[config.mk]
export PLATFORM = sky130hd
export DESIGN_NAME = bcd_serial_addsub
export DESIGN_NICKNAME = d
export VERILOG_FILES = /design/src/rtl/bcd_serial_addsub.sv
export SDC_FILE = /design/constraint.sdc
export NUM_CORES = 1
export LEC_CHECK = 0
export ABC_CLOCK_PERIOD_IN_PS = 3700
export CORE_MARGIN = 3
export CORE_UTILIZATION = 50
export CTS_CLUSTER_SIZE = 8
export DETAILED_ROUTE_END_ITERATION = 8
export GPL_ROUTABILITY_DRIVEN = 0
export PLACE_DENSITY = 0.78
export SYNTH_ARGS = -nofsm -noshare
export SYNTH_HDL_FRONTEND = slang
export SYNTH_SLANG_ARGS = --single-unit
[constraint.sdc]
create_clock -name clk -period 3.7 [get_ports clk]
set_input_delay 0.925 -clock clk [delete_from_list [all_inputs] [get_ports clk]]
set_output_delay 0.925 -clock clk [all_outputs]
set_load 0.005 [all_outputs]
[src/rtl/bcd_serial_addsub.sv]
// Digit-serial BCD adder/subtractor: one digit per clock, least significant first.
// Optional macro BCD_INVALID_DETECT_EN adds the invalid-digit flag on err.
module bcd_serial_addsub #(
   parameter int DIGITS = 4
) (
   input  logic                clk,
   input  logic                rst,
   input  logic                start,
   input  logic                sub,
   input  logic [4*DIGITS-1:0] a,
   input  logic [4*DIGITS-1:0] b,
   input  logic                cin,
   output logic                busy,
   output logic                done,
   output logic [4*DIGITS-1:0] sum,
   output logic                cout,
   output logic                err
);

   localparam int W  = 4 * DIGITS;
   localparam int CW = (DIGITS > 1) ? $clog2(DIGITS) : 1;

   typedef enum logic [1:0] {IDLE, RUN, DONE} state_t;

   state_t         state, state_n;
   logic [W-1:0]   a_p0, b_p0, acc_p0, acc_n;
   logic           sub_p0, carry_p0;
   logic [CW-1:0]  cnt_p0;
   logic [4:0]     dig_res;
   logic           last, load;

   // Returns {carry, digit} for one decimal digit position.
   function automatic logic [4:0] bcd_digit(input logic [3:0] da, input logic [3:0] db,
                                            input logic s, input logic c);
      logic [3:0] op;
      logic [4:0] t;
      op = s ? (4'd9 - db) : db;
      t  = {1'b0, da} + {1'b0, op} + {4'b0, c};
      if (t > 5'd9) bcd_digit = {1'b1, 4'(t + 5'd6)};
      else          bcd_digit = {1'b0, t[3:0]};
   endfunction

   assign dig_res = bcd_digit(a_p0[3:0], b_p0[3:0], sub_p0, carry_p0);
   assign acc_n   = (acc_p0 >> 4) | (W'(dig_res[3:0]) << (W - 4));
   assign last    = (cnt_p0 == CW'(DIGITS - 1));
   assign load    = start && (state != RUN);
   assign busy    = (state == RUN);
   assign done    = (state == DONE);

   always_ff @(posedge clk) begin
      if (rst) state <= IDLE;
      else     state <= state_n;
   end

   always_comb begin
      state_n = state;
      case (state)
         IDLE:    if (start) state_n = RUN;
         RUN:     if (last)  state_n = DONE;
         DONE:    state_n = start ? RUN : IDLE;
         default: state_n = IDLE;
      endcase
   end

   // Stage p0: operand shift registers, digit carry and result accumulator
   always_ff @(posedge clk) begin
      if (load) begin
         a_p0     <= a;
         b_p0     <= b;
         sub_p0   <= sub;
         carry_p0 <= cin;
         cnt_p0   <= '0;
         acc_p0   <= '0;
      end else if (state == RUN) begin
         a_p0     <= a_p0 >> 4;
         b_p0     <= b_p0 >> 4;
         carry_p0 <= dig_res[4];
         cnt_p0   <= cnt_p0 + CW'(1);
         acc_p0   <= acc_n;
      end
   end

   // Result registers: visible outputs only change when the last digit lands
   always_ff @(posedge clk) begin
      if (rst) begin
         sum  <= '0;
         cout <= 1'b0;
      end else if (state == RUN && last) begin
         sum  <= acc_n;
         cout <= dig_res[4];
      end
   end

`ifdef BCD_INVALID_DETECT_EN
   logic inv_p0, inv_n, err_r;

   function automatic logic digit_bad(input logic [3:0] d);
      return d > 4'd9;
   endfunction

   // Each digit is inspected as it passes through the low nibble.
   assign inv_n = inv_p0 | digit_bad(a_p0[3:0]) | digit_bad(b_p0[3:0]);

   always_ff @(posedge clk) begin
      if (load)               inv_p0 <= 1'b0;
      else if (state == RUN)  inv_p0 <= inv_n;
   end

   always_ff @(posedge clk) begin
      if (rst)                         err_r <= 1'b0;
      else if (state == RUN && last)   err_r <= inv_n;
   end

   assign err = err_r;
`else
   assign err = 1'b0;
`endif

endmodule
* Yosys cells after proc, flatten, opt, wreduce, memory -nomap -nowiden
Index checks and enable logic that the tools add are counted.
** Storage, ports and cells
- Flip-flop bits (word level) :: 71
- Bits of input ports :: 37
- Output and inout port bits :: 20
** Operators by class
- $add $sub $neg :: 5
- Order comparisons :: 1
- Eq/ne operators :: 6
- Mux-type cells :: 12
- Bitwise operators :: 1
- Reduce and logical (&&, ||, !) cells :: 5
** Operator list (number)
- 2-to-1 mux 16 bit :: 4
- bitwise OR 12 x 16 -> 16 bit :: 1
- one-hot mux 2 bit (3 select lines) :: 1
- adder 4 x 4 -> 5 bit :: 1
- adder 5 x 1 -> 5 bit :: 1
- > comparator 5 x 4 -> 1 bit (second input constant) :: 1
- 2-to-1 mux 5 bit :: 1
- adder 4 x 3 -> 4 bit (second input constant) :: 1
- equality test 2 bit (second input constant) :: 2
- 2-to-1 mux 2 bit :: 2
- 2-to-1 mux 4 bit :: 1
- != test 2 x 1 -> 1 bit (second input constant) :: 2
- subtractor 4 bit (first input constant) :: 1
- 2-to-1 mux 1 bit :: 3
- adder 2 x 1 -> 2 bit (second input constant) :: 1
- equality test 2 x 1 -> 1 bit (second input constant) :: 1
- logical AND 1 bit :: 2
- logical NOT 2 bit :: 1
- != test 2 bit (second input constant) :: 1
- AND reduction 2 bit :: 1
- nonzero test 2 bit :: 1

* Logic depth before layout (Yosys ltp)
- Depth after elaboration :: 8
- Gate-level depth with buffers :: 11
- Gate-level depth less buffers :: 11

* Least setup slack after synthesis
OpenSTA, ideal clock, no wires.
- Path kind :: reg-to-reg
- Start point :: register sub_p0
- End point :: register acc_p0[14]
- Arrival time :: 2577 ps
- Required time :: 3633 ps
- Setup slack :: 1056 ps
- Cell stages (with the launch flop) :: 11
- Buffers on the path :: 0
- Path through :: edfxtp_1 -> xnor2_1 -> fa_1 -> inv_1 -> fa_1 -> xnor2_1 -> ha_1 -> a22o_1 -> o31a_4 -> mux2_4 -> o21ai_2
** On the way
- Longest elaborated chain between the ends :: 6
** Ends and longest elaborated chain
- start: declaration :: line 27 : logic sub_p0, carry_p0;
- start signal: assignment :: line 70 : sub_p0 <= sub;
- 2-to-1 mux 4 bit (*) :: line 37 : op = s ? (4'd9 - db) : db;
- adder 4 x 4 -> 5 bit (*) :: line 38 : t = {1'b0, da} + {1'b0, op} + {4'b0, c};
- adder 5 x 1 -> 5 bit (*) :: line 38
- adder 4 x 3 -> 4 bit or > comparator 5 x 4 -> 1 bit (tied branches) :: line 39 : if (t > 5'd9) bcd_digit = {1'b1, 4'(t + 5'd6)};
- 2-to-1 mux 5 bit (*) :: line 39
- bitwise OR 12 x 16 -> 16 bit (*) :: line 44 : assign acc_n = (acc_p0 >> 4) | (W'(dig_res[3:0]) << (W - 4));
- end signal: assignment :: line 79 : acc_p0 <= acc_n;
- end: declaration :: line 26 : logic [W-1:0] a_p0, b_p0, acc_p0, acc_n;
Every way passes the cells marked *; elsewhere a longest branch is shown, timed or not.
A chain may end at the register's enable or synchronous reset.

* Worst setup path in the final report
- Start point :: register sub_p0
- End point :: register sum[14]
** On the way
- Longest elaborated chain between the ends :: 6
** Ends and longest elaborated chain
- 2-to-1 mux 4 bit (*) :: line 37
- adder 4 x 4 -> 5 bit (*) :: line 38
- adder 5 x 1 -> 5 bit (*) :: line 38
- adder 4 x 3 -> 4 bit or > comparator 5 x 4 -> 1 bit (tied branches) :: line 39
- 2-to-1 mux 5 bit (*) :: line 39
- bitwise OR 12 x 16 -> 16 bit (*) :: line 44
- end signal: assignment :: line 89 : sum <= acc_n;
- end: declaration :: line 15 : output logic [4*DIGITS-1:0] sum,
Marked as above.

==> results.txt <==
----------------------------------------------------
[Yosys]
  Cell count after synthesis ... between 200 and 300
  Yosys top cell area share ... a little over a third
  Leading area contributor after synthesis ... edfxtp_1
  Post-synthesis instance area ... 0.00290 sq mm
  Ranking of synthesized cells by area ... edfxtp_1 (35%), dfxtp_1 (23%), mux2_2 (9.3%)
  Distinct cell type count after synthesis ... 39
  Seq/Total Area, Yosys ... 57.9%
  Flip-flop and latch count after synthesis ... between 60 and 70
  Yosys Warn Count ... 0
  Synthesized area divided by synthesized cell count ... roughly 11 sq um
  Net count after synthesis ... 300

[GRT]
  Met1 demand-to-capacity share in global routing ... about a quarter
  Maximum number of pins on one net before global-route repair ... 30
  Final global-route overflow total ... 0
  Met3 track demand over resource ... approximately 3.1%
  Most utilized layer in the global route result ... met2
  Vias in the first global route ... approximately 1900
  First-pass GRT wire length ... just under 9000 microns
  Overall global routing resource usage ... between 15 and 20%
  Met2 routing resource usage after global routing ... 26.6%
  Number of antenna violations at the first check in global routing ... 0

[Pwr]
  Internal power ... roughly 1.6 mW
  Clock share of power ... between 30% and 40%
  Power density cells ... roughly 560 mW/mm^2
  Switching component of the power ... 0.554 mW
  Peak supply drop ... 0.262 mV
  Fraction of power spent switching nets ... 26.2%
  Portion of total power attributed to sequential cells ... a little over two fifths
  Total power ... around 2.1 mW
  Comb power frac ... ~22%
  Leakage ... 1.46 nW

[Critical path]
  Worst Path Class, Setup ... reg -> reg
  Crit path max-delay cell type ... edfxtp_1
  Data arrival time of the critical path ... about 3100 ps
  Data required time at the worst endpoint ... 3920 ps
  Worst stage delay on the critical path ... approximately 440 ps
  Biggest fanout along the worst timing path ... 6
  Origin of the worst setup path ... sub_p0$_DFFE_PP_
  Dominant delay contributor by cell family on the critical path ... adder cells
  Worst setup path endpoint ... sum[14]$_SDFFE_PP0P_
  Critical Path Sink Type ... register
  Bufs and invs on worst path ... 1
  FF-to-FF End ... sum[14]$_SDFFE_PP0P_
  Crit path cell chain ... xnor2_1 -> fa_1 -> inv_1 -> fa_1 -> xnor2_1 -> ha_1 -> a22o_1 -> o31a_4 -> nor4_1 -> a211o_2
  Startpoint of the worst-slack reg-to-reg timing path ... sub_p0$_DFFE_PP_
  R2R depth ... 10
  Startpoint type of the worst setup path ... register
  Internal reg-to-reg setup slack ... 840 ps
  Count of cell instances traversed by the critical path ... 10

[Run]
  Maximum Capacitance Violations ... 0

[CTS]
  Maximum buffer depth of the clock tree ... 2
  Setup Fix Bufs, Post-CTS ... 0
  Root Driver ... clkbuf_8
  Clock H-tree levels ... 3
  Number of buffers created by CTS ... 9
  Skew-Pair Late Insertion Delay ... approximately 330 ps
  Number of gates given a new drive strength after cts ... 0
  Clock slew seen by the registers of the worst setup and hold paths ... roughly 80 ps
  CTS sink cnt ... 67
  Number of buffers inserted by hold repair at cts ... 0
  TritonCTS clock tree ... built

[Routing]
  Overall routed net length ... between 5000 and 6000 microns
  Number of iterations in the first detailed-routing pass ... 4
  Post-detailed-route count of antenna-violating nets ... 0
  Detailed router's first-iteration violation count ... roughly 110
  Vias per cell ... 5.15
  Total via count after detailed routing ... approximately 2000
  DRC violations left ... 0
  Routed length per instance ... 14.0 microns

[Outcome]
  Run status ... finished clean

[STA]
  Final Hold Fails ... 0
  Post-route setup TNS ... 0 ps
  Post-layout worst setup margin ... between 800 and 900 ps
  Final Critical Period ... about 2900 ps
  Fmax ... about 350 MHz
  Final slew viol count ... 0
  Slew at the pin closest to its max-slew limit ... around 790 ps
  Endpoints failing setup ... 0
  Final worst clock skew ... 8.02 ps
  RSZ-0062 raised after global routing ... false
  Slew Limit Headroom ... a little under half
  Final Cycle Share ... 77.4%

[Floorplan]
  Area of the die ... a little under 0.007 sq mm
  Effective utilization at floorplan ... 52.1%
  Top Ports ... 57
  Die outline height ... roughly 82 microns
  Chip Width ... between 80 and 90 microns
  Area of the core ... about 0.0056 sq mm
  Number of rows created at floorplan ... 27

[Finish]
  Share of final-layout standard cells stronger than drive strength 1 ... roughly 16%
  Area Overhead vs Synth ... 29.6%
  Area of all placed cells without fillers ... ~0.0038 sq mm
  Nets ... around 360
  Fraction of the core area covered by cells at the end of the flow ... between 60 and 70%
  Diodes inserted ... 0

[Placement]
  Port-buffer cells ... 55
  DP Area ... approximately 0.0035 sq mm
  Placement-stage worst setup slack ... 866 ps
  Estimated wirelength of the detail-placed design ... between 3000 and 4000 microns

[Worst hold path]
  Worst hold path type ... reg -> reg

----------------------------------------------------
-- cells in the mapped netlist --
library cell / n
nor2_1: 10
mux2i_1: 1
nand3_1: 1
conb_1: 1
o311a_1: 1
mux2_4: 1
a22o_1: 1
nor3b_1: 1
a22oi_1: 1
o31a_4: 1
o21ai_0: 4
a211o_2: 1
o21ai_2: 1
inv_1: 9
mux2_2: 24
buf_2: 2
nand2b_1: 2
and3b_1: 2
a21o_1: 1
clkbuf_1: 11
a21o_2: 1
a21oi_1: 17
fa_1: 2
and3_1: 8
dfxtp_1: 33
nor4_1: 1
buf_4: 1
o22ai_1: 1
nor3_1: 2
nor2b_1: 1
edfxtp_1: 34
nand3b_1: 14
a21boi_2: 1
a41oi_1: 1
ha_1: 6
a211oi_1: 3
xnor2_1: 4
o41ai_1: 1
nand2_1: 48
-- stage by stage --
| stage | hold slack [ps] | std cells |
|---|---|---|
| after floorplan | 431 | 255 |
| after CTS | 458 | 389 |
| after global placement | 444 | 373 |
| after global routing | 478 | 389 |
| after detailed placement | 448 | 373 |
| final | 456 | 389 |
-- routing by layer --
metal	up-vias	part of all wire (%)	routed length, microns
met2	58	48	2620
met4	0	2.1	116
li1	1010	-	-
met3	12	4.7	258
met5	-	0	0
met1	924	45	2450
-- kinds of logic after synthesis --
| group | synth area share, % |
|---|---|
| AND/OR/NAND/NOR | 15.1 |
| flip-flops | 57.9 |
| AO/OA/AOI/OAI | 8.32 |
| multiplexers | 10.2 |
| buffers and inverters | 3.19 |
| adder cells (fa/ha/maj) | 3.97 |
| XOR/XNOR | 1.21 |
| other | 0.129 |
-- worst reg2reg max path, cell delays in order, from the launching register on --
cell      delay (ps)
edfxtp_1         440
xnor2_1          230
fa_1             210
inv_1             50
fa_1             400
xnor2_1          400
ha_1             300
a22o_1           170
o31a_4           170
nor4_1            60
a211o_2          330
-- layout make-up --
cell class              count  area (sq um)
clock buffers               9           124
clock inverters             7           115
fillers                   395          1810
inverters                   9          33.8
multi-input cells         165          1130
flip-flops and latches     67          1680
well taps                  72          90.1
repair buffers             60           588
-- cells in the final DEF, fill, tap and decap left out, drive strengths merged, types with 9 or more instances in the layout --
| cell | Yosys | final |
|---|---|---|
| mux2 | 25 | 25 |
| nor2 | 10 | 10 |
| nand2 | 48 | 48 |
| edfxtp | 34 | 34 |
| inv | 9 | 10 |
| nand3b | 14 | 14 |
| a21oi | 17 | 17 |
| clkdlybuf4s50 | 0 | 55 |
| dfxtp | 33 | 33 |
| clkbuf | 11 | 9 |
-- power by group through the flow --
| stage | Clock, mW | Combinational, mW | Sequential [mW] |
|---|---|---|---|
| final | 0.716 | 0.471 | 0.928 |
| after global routing | 0.765 | 0.522 | 0.940 |
| after CTS | 0.732 | 0.470 | 0.928 |
| after detailed placement | 0 | 0.465 | 0.943 |
| after global placement | 0 | 0.450 | 0.942 |
| after floorplan | 0 | 0.344 | 0.930 |
-- sequential cells by signal (all words and copies together) (netlist names) --
signal	count
cnt_p0	2
sum	16
a_p0	16
carry_p0	1
cout	1
state	2
acc_p0	12
sub_p0	1
b_p0	16
-- how the worst min path moves through the flow --
| stage | endpoint | slack, ps | depth (start not counted) | startpoint |
|---|---|---|---|---|
| detailed placement | sum[5]$_SDFFE_PP0P_ | 450 | 2 | sum[5]$_SDFFE_PP0P_ |
| global placement | sum[4]$_SDFFE_PP0P_ | 440 | 2 | sum[4]$_SDFFE_PP0P_ |
| global route | sum[10]$_SDFFE_PP0P_ | 480 | 2 | sum[10]$_SDFFE_PP0P_ |
| floorplan | acc_p0[10]$_SDFFE_PP0P_ | 430 | 2 | acc_p0[14]$_SDFFE_PP0P_ |
| CTS | sum[5]$_SDFFE_PP0P_ | 460 | 2 | sum[5]$_SDFFE_PP0P_ |
| finish | sum[5]$_SDFFE_PP0P_ | 460 | 2 | sum[5]$_SDFFE_PP0P_ |
Power figures use the tool's default switching activity.
